$ cat config.mk
export PLATFORM = sky130hd
export DESIGN_NAME = dac_cic_interpolator_flat
export DESIGN_NICKNAME = d
export VERILOG_FILES = /design/src/rtl/dac_cic_interpolator_if.sv /design/src/rtl/dac_cic_interpolator.sv /design/src/flat_wrapper.sv
export SDC_FILE = /design/constraint.sdc
export NUM_CORES = 1
export LEC_CHECK = 0
export ABC_CLOCK_PERIOD_IN_PS = 10400
export CELL_PAD_IN_SITES_DETAIL_PLACEMENT = 1
export CELL_PAD_IN_SITES_GLOBAL_PLACEMENT = 2
export CORE_ASPECT_RATIO = 0.75
export CORE_MARGIN = 2
export CORE_UTILIZATION = 45
export CTS_BUF_LIST = sky130_fd_sc_hd__clkbuf_4
export DETAILED_ROUTE_END_ITERATION = 7
export GPL_TIMING_DRIVEN = 0
export PLACE_DENSITY = 0.85
export SLEW_MARGIN = 20
export SYNTH_ARGS = -nofsm -noshare
export SYNTH_HDL_FRONTEND = slang
export SYNTH_SLANG_ARGS = --single-unit
$ cat constraint.sdc
create_clock -name i_clock -period 10.4 [get_ports i_clock]
set_clock_uncertainty 0.2 [all_clocks]
set_input_delay 2.08 -clock i_clock [delete_from_list [all_inputs] [get_ports i_clock]]
set_output_delay 2.08 -clock i_clock [all_outputs]
set_load 0.03 [all_outputs]
$ cat src/rtl/dac_cic_interpolator_if.sv
// Sample stream bundle between the baseband source and the CIC interpolator:
// input handshake plus the real-time DAC-side outputs.
interface dac_cic_interpolator_if #(
    parameter int WIDTH = 16
);
    logic signed [WIDTH-1:0] i_inph;
    logic signed [WIDTH-1:0] i_quad;
    logic                    i_valid;
    logic                    o_ready;
    logic signed [WIDTH-1:0] o_inph;
    logic signed [WIDTH-1:0] o_quad;
    logic                    o_valid;
    logic                    o_underflow;
    logic                    o_sat;
    logic                    o_running;

    modport master (
        output i_inph, i_quad, i_valid,
        input  o_ready, o_inph, o_quad, o_valid, o_underflow, o_sat, o_running
    );

    modport slave (
        input  i_inph, i_quad, i_valid,
        output o_ready, o_inph, o_quad, o_valid, o_underflow, o_sat, o_running
    );
endinterface

$ cat src/rtl/dac_cic_interpolator.sv
// I/Q CIC interpolator: one baseband sample per RATE clocks in, one filtered sample per clock out.
// Missed input slots are zero-stuffed and flagged; MISS_LIMIT misses in a row drop back to IDLE.
module dac_cic_interpolator #(
    parameter int WIDTH      = 16,
    parameter int RATE       = 8,
    parameter int STAGES     = 3,
    parameter int MISS_LIMIT = 4
) (
    input  logic                  i_clock,
    input  logic                  i_reset_n,
    input  logic                  i_sw_rst_strb,
    dac_cic_interpolator_if.slave bus
);
    localparam int LOG2R  = $clog2(RATE);
    localparam int ACC_W  = WIDTH + STAGES * LOG2R;
    localparam int SHIFT  = (STAGES - 1) * LOG2R;
    localparam int CNT_W  = LOG2R;
    localparam int MISS_W = $clog2(MISS_LIMIT + 1);
    localparam int LAT    = STAGES + 2;

    localparam logic signed [ACC_W-1:0] SAT_MAX = {{(ACC_W-WIDTH+1){1'b0}}, {(WIDTH-1){1'b1}}};
    localparam logic signed [ACC_W-1:0] SAT_MIN = {{(ACC_W-WIDTH+1){1'b1}}, {(WIDTH-1){1'b0}}};

    typedef enum logic [0:0] {
        ST_IDLE = 1'b0,
        ST_RUN  = 1'b1
    } state_t;

    state_t                  state_q;
    logic [CNT_W-1:0]        cnt_q;
    logic [MISS_W-1:0]       miss_q;
    logic                    ready_q;
    logic                    running_q;
    logic                    underflow_q;

    logic signed [ACC_W-1:0] cdly_q   [2][STAGES];
    logic signed [ACC_W-1:0] comb_q   [2];
    logic signed [ACC_W-1:0] up_q     [2];
    logic signed [ACC_W-1:0] integ_q  [2][STAGES];
    logic signed [WIDTH-1:0] out_q    [2];
    logic                    sat_q;
    logic                    slot_q;
    logic [LAT:0]            vld_q;

    logic                    slot_s;
    logic                    accept_s;
    logic                    miss_s;
    logic                    limit_s;
    logic                    clear_s;
    logic                    load_s;
    logic signed [ACC_W-1:0] x_s        [2];
    logic signed [ACC_W-1:0] tap_s      [2][STAGES];
    logic signed [ACC_W-1:0] comb_out_s [2];
    logic [WIDTH:0]          sres_s     [2];

    // Arithmetic shift by the CIC gain, then clamp; MSB of the result flags a clamp.
    function automatic logic [WIDTH:0] shift_sat(input logic signed [ACC_W-1:0] acc);
        logic signed [ACC_W-1:0] sh;
        sh = acc >>> SHIFT;
        if (sh > SAT_MAX) begin
            return {1'b1, SAT_MAX[WIDTH-1:0]};
        end else if (sh < SAT_MIN) begin
            return {1'b1, SAT_MIN[WIDTH-1:0]};
        end else begin
            return {1'b0, sh[WIDTH-1:0]};
        end
    endfunction

    assign slot_s   = (state_q == ST_RUN) && (cnt_q == CNT_W'(RATE - 1));
    assign accept_s = bus.i_valid && ready_q && !i_sw_rst_strb;
    assign miss_s   = slot_s && !bus.i_valid && !i_sw_rst_strb;
    assign limit_s  = miss_s && (miss_q == MISS_W'(MISS_LIMIT - 1));
    assign clear_s  = i_sw_rst_strb || limit_s;
    assign load_s   = accept_s || miss_s;

    assign x_s[0] = {{(ACC_W-WIDTH){bus.i_inph[WIDTH-1]}}, bus.i_inph};
    assign x_s[1] = {{(ACC_W-WIDTH){bus.i_quad[WIDTH-1]}}, bus.i_quad};

    // Comb cascade at the input slot; a missed slot pushes zero through the combs.
    always_comb begin
        logic signed [ACC_W-1:0] acc_v;
        acc_v = {ACC_W{1'b0}};
        for (int c = 0; c < 2; c++) begin
            acc_v = accept_s ? x_s[c] : {ACC_W{1'b0}};
            for (int k = 0; k < STAGES; k++) begin
                tap_s[c][k] = acc_v;
                acc_v       = acc_v - cdly_q[c][k];
            end
            comb_out_s[c] = acc_v;
        end
    end

    // Output scaling for both channels.
    always_comb begin
        for (int c = 0; c < 2; c++) begin
            sres_s[c] = shift_sat(integ_q[c][STAGES-1]);
        end
    end

    // Control FSM: slot phase counter, miss tracking, handshake and status flags.
    always_ff @(posedge i_clock or negedge i_reset_n) begin
        if (!i_reset_n) begin
            state_q     <= ST_IDLE;
            cnt_q       <= {CNT_W{1'b0}};
            miss_q      <= {MISS_W{1'b0}};
            ready_q     <= 1'b0;
            running_q   <= 1'b0;
            underflow_q <= 1'b0;
        end else if (i_sw_rst_strb) begin
            state_q     <= ST_IDLE;
            cnt_q       <= {CNT_W{1'b0}};
            miss_q      <= {MISS_W{1'b0}};
            ready_q     <= 1'b0;
            running_q   <= 1'b0;
            underflow_q <= 1'b0;
        end else begin
            case (state_q)
                ST_IDLE: begin
                    underflow_q <= 1'b0;
                    if (accept_s) begin
                        state_q   <= ST_RUN;
                        cnt_q     <= {CNT_W{1'b0}};
                        miss_q    <= {MISS_W{1'b0}};
                        ready_q   <= 1'b0;
                        running_q <= 1'b1;
                    end else begin
                        ready_q   <= 1'b1;
                        running_q <= 1'b0;
                    end
                end
                ST_RUN: begin
                    cnt_q       <= cnt_q + CNT_W'(1);
                    ready_q     <= (cnt_q == CNT_W'(RATE - 2));
                    underflow_q <= miss_s;
                    if (slot_s && bus.i_valid) begin
                        miss_q <= {MISS_W{1'b0}};
                    end else if (limit_s) begin
                        state_q   <= ST_IDLE;
                        cnt_q     <= {CNT_W{1'b0}};
                        miss_q    <= {MISS_W{1'b0}};
                        ready_q   <= 1'b1;
                        running_q <= 1'b0;
                    end else if (miss_s) begin
                        miss_q <= miss_q + MISS_W'(1);
                    end else begin
                        miss_q <= miss_q;
                    end
                end
                default: begin
                    state_q     <= ST_IDLE;
                    cnt_q       <= {CNT_W{1'b0}};
                    miss_q      <= {MISS_W{1'b0}};
                    ready_q     <= 1'b0;
                    running_q   <= 1'b0;
                    underflow_q <= 1'b0;
                end
            endcase
        end
    end

    // Datapath: comb register, zero-stuffing upsampler, integrators, output stage, valid delay.
    always_ff @(posedge i_clock or negedge i_reset_n) begin
        if (!i_reset_n) begin
            for (int c = 0; c < 2; c++) begin
                for (int k = 0; k < STAGES; k++) begin
                    cdly_q[c][k]  <= {ACC_W{1'b0}};
                    integ_q[c][k] <= {ACC_W{1'b0}};
                end
                comb_q[c] <= {ACC_W{1'b0}};
                up_q[c]   <= {ACC_W{1'b0}};
                out_q[c]  <= {WIDTH{1'b0}};
            end
            sat_q  <= 1'b0;
            slot_q <= 1'b0;
            vld_q  <= {(LAT+1){1'b0}};
        end else if (clear_s) begin
            for (int c = 0; c < 2; c++) begin
                for (int k = 0; k < STAGES; k++) begin
                    cdly_q[c][k]  <= {ACC_W{1'b0}};
                    integ_q[c][k] <= {ACC_W{1'b0}};
                end
                comb_q[c] <= {ACC_W{1'b0}};
                up_q[c]   <= {ACC_W{1'b0}};
                out_q[c]  <= {WIDTH{1'b0}};
            end
            sat_q  <= 1'b0;
            slot_q <= 1'b0;
            vld_q  <= {(LAT+1){1'b0}};
        end else begin
            if (load_s) begin
                for (int c = 0; c < 2; c++) begin
                    for (int k = 0; k < STAGES; k++) begin
                        cdly_q[c][k] <= tap_s[c][k];
                    end
                    comb_q[c] <= comb_out_s[c];
                end
            end else begin
                comb_q <= comb_q;
            end
            slot_q <= load_s;
            if (state_q == ST_RUN) begin
                for (int c = 0; c < 2; c++) begin
                    up_q[c]       <= slot_q ? comb_q[c] : {ACC_W{1'b0}};
                    integ_q[c][0] <= integ_q[c][0] + up_q[c];
                    for (int k = 1; k < STAGES; k++) begin
                        integ_q[c][k] <= integ_q[c][k] + integ_q[c][k-1];
                    end
                    out_q[c] <= sres_s[c][WIDTH-1:0];
                end
                sat_q <= sres_s[0][WIDTH] | sres_s[1][WIDTH];
            end else begin
                sat_q <= 1'b0;
            end
            if ((state_q == ST_RUN) || accept_s) begin
                vld_q <= {vld_q[LAT-1:0], 1'b1};
            end else begin
                vld_q <= {(LAT+1){1'b0}};
            end
        end
    end

    assign bus.o_ready     = ready_q && !i_sw_rst_strb;
    assign bus.o_inph      = out_q[0];
    assign bus.o_quad      = out_q[1];
    assign bus.o_valid     = vld_q[LAT];
    assign bus.o_underflow = underflow_q;
    assign bus.o_sat       = sat_q;
    assign bus.o_running   = running_q;
endmodule
$ cat src/flat_wrapper.sv
// flat-port wrapper written by rule: the top's interface ports become plain ports
module dac_cic_interpolator_flat 
#(
    parameter int WIDTH      = 16,
    parameter int RATE       = 8,
    parameter int STAGES     = 3,
    parameter int MISS_LIMIT = 4
)
  (i_clock, i_reset_n, i_sw_rst_strb, bus_i_inph, bus_i_quad, bus_i_valid, bus_o_ready, bus_o_inph, bus_o_quad, bus_o_valid, bus_o_underflow, bus_o_sat, bus_o_running);
  dac_cic_interpolator_if #(.WIDTH(WIDTH)) bus_i ();
  input  logic i_clock;
  input  logic i_reset_n;
  input  logic i_sw_rst_strb;
  input wire logic [$bits(bus_i.i_inph)-1:0] bus_i_inph;
  input wire logic [$bits(bus_i.i_quad)-1:0] bus_i_quad;
  input wire logic [$bits(bus_i.i_valid)-1:0] bus_i_valid;
  output wire logic [$bits(bus_i.o_ready)-1:0] bus_o_ready;
  output wire logic [$bits(bus_i.o_inph)-1:0] bus_o_inph;
  output wire logic [$bits(bus_i.o_quad)-1:0] bus_o_quad;
  output wire logic [$bits(bus_i.o_valid)-1:0] bus_o_valid;
  output wire logic [$bits(bus_i.o_underflow)-1:0] bus_o_underflow;
  output wire logic [$bits(bus_i.o_sat)-1:0] bus_o_sat;
  output wire logic [$bits(bus_i.o_running)-1:0] bus_o_running;
  assign bus_i.i_inph = bus_i_inph;
  assign bus_i.i_quad = bus_i_quad;
  assign bus_i.i_valid = bus_i_valid;
  assign bus_o_ready = bus_i.o_ready;
  assign bus_o_inph = bus_i.o_inph;
  assign bus_o_quad = bus_i.o_quad;
  assign bus_o_valid = bus_i.o_valid;
  assign bus_o_underflow = bus_i.o_underflow;
  assign bus_o_sat = bus_i.o_sat;
  assign bus_o_running = bus_i.o_running;
  dac_cic_interpolator #(.WIDTH(WIDTH), .RATE(RATE), .STAGES(STAGES), .MISS_LIMIT(MISS_LIMIT)) u_core (.i_clock(i_clock), .i_reset_n(i_reset_n), .i_sw_rst_strb(i_sw_rst_strb), .bus(bus_i));
endmodule
Word-level counts from Yosys, hierarchy flattened

Cells that the tools add are included.

Flip-flop bits (word level): 450
Latch bits: 0
RAM bits: 0
Memory bits (read-only): 0
Bits of input ports: 36
Output and inout port bits: 37
Word-level logic and storage cells: 120
Memories kept: 0

$add $sub $neg: 14
Multiply operators: 0
Divide/modulo/power cells: 0
$lt $le $gt $ge: 4
Equality and inequality tests: 7
Shifts and indexed selects: 0
Mux-type cells: 49
Bitwise gates (word level): 2
Reduce and logical (&&, ||, !) cells: 17

Operator list:

| kind                 | number |
|---|---|
| $mux 150             | 4 |
| $mux 50              | 4 |
| $add 25x25->25       | 6 |
| $sub 25x25->25       | 6 |
| $mux 25              | 4 |
| $mux 17              | 4 |
| $mux 32              | 2 |
| $gt 19x16->1 const B | 2 |
| $lt 19x16->1 const B | 2 |
| $mux 3               | 8 |
| $mux 1               | 15 |
| $mux 6               | 2 |
| $pmux 3 s2           | 2 |
| $logic_and 1x1->1    | 8 |
| $pmux 1 s2           | 4 |
| $add 3x1->3 const B  | 2 |
| $eq 3x3->1 const B   | 2 |
| $ne 3x3->1 const B   | 2 |
| $ne 5x5->1 const B   | 1 |
| $reduce_and 2->1     | 2 |
| $reduce_bool 2->1    | 2 |
| $eq 3x2->1 const B   | 1 |
| $logic_or 1x1->1     | 3 |
| $ne 3x2->1 const B   | 1 |
| other kinds (3)      | 4 |

Logic depth before layout (Yosys ltp)

Word-level depth: 9
Mapped depth: 34
Gate-level depth less buffers: 33

Least setup slack after synthesis

No wires, ideal clock.

Path kind: input-to-reg
From: input i_sw_rst_strb
To: register u_core.comb_q[24] in the netlist's numbering
Setup time: 69 ps
Arrival time: 7876 ps
Data required time: 10131 ps
Slack: 2254 ps
Stages on the path: 33
Buffers on the path: 2
Path through: clkbuf_1 nor2b_1 clkbuf_1 and3_1 ha_1 nor2b_1 o21ai_0 a21boi_0 o21ai_0 a21oi_1 o21ai_0 nand2_1 a21oi_1 xnor2_1 ha_1 o211a_1 a221o_1 nand2_1 o21ai_2 a21o_1 a21oi_1 xnor2_1 ha_1 a21o_1 a21oi_1 nor2_1 a21oi_1 and3_1 o21ai_0 a21oi_1 xnor2_1 or3_1 nand3_1

Word-level cells in the longest chain between the ends: 8
Elaborated cells between the ends (all ways): 13
Classes of those cells: add/sub (3); mux (3); reduce/logical (7)

Ends and longest elaborated chain:

| what                          | line                                                   | RTL |
|---|---|---|
| start, declared               | flat_wrapper.sv:13                                     | `input logic i_sw_rst_strb;` |
| $logic_not 1->1               | dac_cic_interpolator.sv:70, dac_cic_interpolator.sv:71 |  |
| $logic_and 1x1->1             | dac_cic_interpolator.sv:70                             | `assign accept_s = bus.i_valid && ready_q && !i_sw_rst_strb;` |
| $mux 25                       | dac_cic_interpolator.sv:84                             | `acc_v = accept_s ? x_s[c] : {ACC_W{1'b0}};` |
| $sub 25x25->25 (3 in series)  | dac_cic_interpolator.sv:87                             | `acc_v = acc_v - cdly_q[c][k];` |
| $mux 50                       | dac_cic_interpolator.sv:190                            | `if (load_s) begin` |
| $mux 50                       | dac_cic_interpolator.sv:176                            | `end else if (clear_s) begin` |
| end signal, assigned by index | dac_cic_interpolator.sv:182                            | `comb_q[c] <= {ACC_W{1'b0}};` |
| end signal, assigned by index | dac_cic_interpolator.sv:195                            | `comb_q[c] <= comb_out_s[c];` |
| end signal, assigned          | dac_cic_interpolator.sv:198                            | `comb_q <= comb_q;` |
| end, declared                 | dac_cic_interpolator.sv:37                             | `logic signed [ACC_W-1:0] comb_q [2];` |

Parallel ways exist; a longest one is shown, timed or not. The select of a mux whose other input is x is not followed.
A chain may end at the register's enable or synchronous reset.

Worst setup path after layout

From: input i_sw_rst_strb
To: register u_core.comb_q[45] in the netlist's numbering

Same word-level chain as after synthesis.

==> results.toml <==
[status]
run_status = "completed"

[floorplanning]
pin_count = 73
floorplan.die.height_um = 219
rows = 78
design.die.area_um2 = 63900
placeableCoreArea_um2 = 60800
start_util_pct = 45.8
die_w_um = 291

[timing]
relSlewSlack_pct = 27.1
final_tns_setup_ns = 0
min_period_over_period_pct = 89.2
post_layout_min_period_ns = 9.27
setup-violations-final = 0
final.hold.worst_slack_ns = 0.251
max_slew.worst_pin.slew_ns = 1.09
final_hold_violating_endpoints = 0
timing.final.max_slew_violations = 0
timing.fmax_ghz = 0.108
rsz0062_at_grt = "no"

[route]
detail_route.drc_violations = 0
number_of_vias_per_cell_after_detailed_routing = 5.77
first_pass_iters = 7
ant_nets = 0
total_wire_length_mm = 83.2
wl_per_cell_um = 20.5
number_of_drc_markers_after_the_initial_detailed_route_iteration = 1170
vias = 23500

[worst_hold_path]
hold_path.startpoint = "u_core.vld_q[0]$_DFF_PN0_"
hp-class = "register to register"
hold_path_end = "u_core.vld_q[1]$_DFF_PN0_"
hold-path-cell-count = 1

[cts]
postCtsSetupBuffers = 0
post_cts_hold_buffer_count = 0
clock_path_buffers = 3
cts_resized = 0
cts_max_level = 3
clkSinkCount = 432
worst_skew_pair.late_latency_ns = 0.94
cts_tree = "yes"
root_buffer = "clkbuf_4"
cts_inserted_buffers = 117
cts.clk_slew.worst_paths_ns = 0.07

[layout]
regArea_um2 = 10800
nets = 3508
layout_common_cells = "dfrtp_1 (432), nand2_1 (347), o21ai_0 (289)"
most_common_library_cell_in_the_layout_ignoring_fill_and_taps = "dfrtp_1"
num-fill-cells = 7099
multi_input_area_um2 = 16000
final_design_area_no_fill_um2 = 31200
area_delta_synth_final_pct = 12.0
drive_gt1_share_pct = 6.71

[synth]
synth-edff-count = 0
synthesis.nets = 3313
netlist_area_um2 = 27800
syn_inst = 2989
ys_seq_area_share_pct = 38.8
ys.flop_type = "dfrtp_1"
ys.warnings.count = 0
ys_seq_elements = 432
avgSynthCellArea_um2 = 9.31
netlist-cell-type-count = 72
post_synthesis_async_set_or_reset_flop_share_pct = 100

[critical_path]
critical_path_data_arrival_time_ns = 9.86
timing.critical_path.required_ns = 10.98
worst_path_class_setup = "input port to register"
slowest_delay_ns = 0.86
timing.critical_path.mode_cell = "a21o_1"
timing.reg2reg.worst_path_depth = 29
critical_path.endpoint_type = "register"
cp_slowest_cell = "nor2b_1"
worstPathMaxFanout = 10
startpoint_type = "input port"
regToRegStartpoint = "u_core.ready_q$_DFF_PN0_"
r2r_end = "u_core.comb_q[45]$_DFFE_PN0P_"
minimum_setup_slack_among_reg_to_reg_paths_ns = 2.28

[power]
worst_ir_drop_vdd_v = 0.000169
p_total_mw = 6.75
powerDensity_nw_per_um2 = 217
total_leakage_power_nw = 15.6

[global_routing]
grt_overflow = 0
initial_antenna_violation_count = 3
grt_use_total_pct = 26.3
grt_pass1_wl_mm = 133
grt_start_max_net_pins = 91
number_of_global_route_vias_before_repair = 24300

[flow_run]
max_cap_violations = 0

[placement]
dpl_cell_area_um2 = 29700
port_buffers = 71
routability_congestion_estimate = 0.891
detailedPlacementHpwl_mm = 64.0
==> sequential cells by signal (all words and copies together), names as in the netlist, 3 cells and up <==
register and flops:
u_core.bus.o_quad 16, u_core.cdly_q 132, u_core.up_q 50, u_core.miss_q 3, u_core.cnt_q 3, u_core.bus.o_inph 16
u_core.integ_q 150, u_core.vld_q 6, u_core.comb_q 50
==> cells in the mapped netlist (3+ instances only) <==
cell type,count,area share [%]
o21ai_1,6,0.11
nor2b_1,19,0.43
o211ai_1,13,0.35
clkbuf_1,89,1.2
xnor2_1,118,3.7
a21oi_1,194,3.5
nand3_1,33,0.59
and2_1,15,0.34
a211o_1,7,0.22
dfrtp_1,432,39
a311oi_1,3,0.094
nor4_1,4,0.090
o21a_1,39,1.1
a21bo_2,4,0.14
a211oi_1,25,0.67
a21boi_0,9,0.24
nor2_1,106,1.4
nand2_1,347,4.7
or3_1,14,0.31
and4_1,5,0.16
inv_1,186,2.5
and3_1,55,1.2
a32o_1,4,0.14
a31o_2,5,0.16
o22ai_1,11,0.25
a22o_1,161,5.1
a2111oi_0,5,0.16
o31ai_1,15,0.40
o41ai_2,3,0.18
nand4b_1,3,0.094
a31oi_1,19,0.43
nand3b_1,4,0.11
fa_1,12,0.86
nand4_1,15,0.34
o21ai_0,289,5.2
o21bai_1,30,0.81
nand2b_1,37,0.83
nor3_1,34,0.61
a21o_1,170,4.6
ha_1,276,12
or2_2,5,0.11
xor2_1,112,3.5
o31a_1,5,0.16
a41oi_1,6,0.19
buf_1,9,0.12
==> power breakdown <==
group          switching (mW)  leakage, nW  total [mW]  internal, mW
registers               0.133         5.97        1.95          1.81
clock network           0.790        0.878        1.60         0.807
logic                    2.06         8.80        3.21          1.15
==> layer usage <==
| layer | GRT usage, % | vias up | part of all wire, % |
|---|---|---|---|
| met1 | 38.0 | 11700 | 50 |
| met2 | 39.0 | 396 | 42 |
| li1 | - | 11200 | - |
| met5 | 0 | - | 0.020 |
| met4 | 6.93 | 2 | 2.0 |
| met3 | 6.89 | 143 | 6.1 |
==> worst max-delay path: cells and delay by family <==
family / cells / cell delay (ns)
AO/OA/AOI/OAI: 18 / 3.83
AND/OR/NAND/NOR: 4 / 1.42
adder cells (fa/ha/maj): 3 / 0.90
buffers and inverters: 2 / 0.87
XOR/XNOR: 3 / 0.72
==> cell type report <==
class / count / share of cell area (%)
Timing Repair Buffer: 76 / 2.74
Antenna cell: 3 / 0.0241
Multi-Input combinational cell: 2272 / 51.2
Clock buffer: 175 / 4.22
Tap cell: 800 / 3.21
Inverter: 187 / 2.25
Sequential cell: 432 / 34.7
Buffer: 98 / 1.18
Clock inverter: 25 / 0.502
==> per-stage QoR <==
stage	utilization (%)	worst slack (ns)	cells
2_1_floorplan	-	2.25	2989
3_3_place_gp	48.6	-12.63	3860
3_5_place_dp	48.8	0.309	3865
4_1_cts	51.2	1.27	4065
5_1_grt	51.2	0.710	4066
6_report	51.3	1.13	4068
==> worst max path at each step <==
stage | start | to | slack, ns | cells past startpoint
finish | i_sw_rst_strb | u_core.comb_q[45]$_DFFE_PN0P_ | 1.13 | 30
floorplan | i_sw_rst_strb | u_core.comb_q[24]$_DFFE_PN0P_ | 2.25 | 33
CTS | i_sw_rst_strb | u_core.comb_q[45]$_DFFE_PN0P_ | 1.27 | 30
detailed placement | i_sw_rst_strb | u_core.comb_q[45]$_DFFE_PN0P_ | 0.31 | 30
global placement | i_reset_n | u_core.cdly_q[129]$_DFFE_PN0P_ | -12.63 | 1
global route | i_sw_rst_strb | u_core.comb_q[45]$_DFFE_PN0P_ | 0.71 | 28
==> kinds of logic after synthesis <==
logic type | after synthesis | synth area share (%)
compound gates | 1053 | 25.3
simple gates | 699 | 11.5
flops | 432 | 38.8
fa+ha+maj | 288 | 13.3
buf+inv | 285 | 3.84
xor+xnor | 230 | 7.24
mux | 2 | 0.0719
No activity file was read; power rests on OpenSTA's default activity.
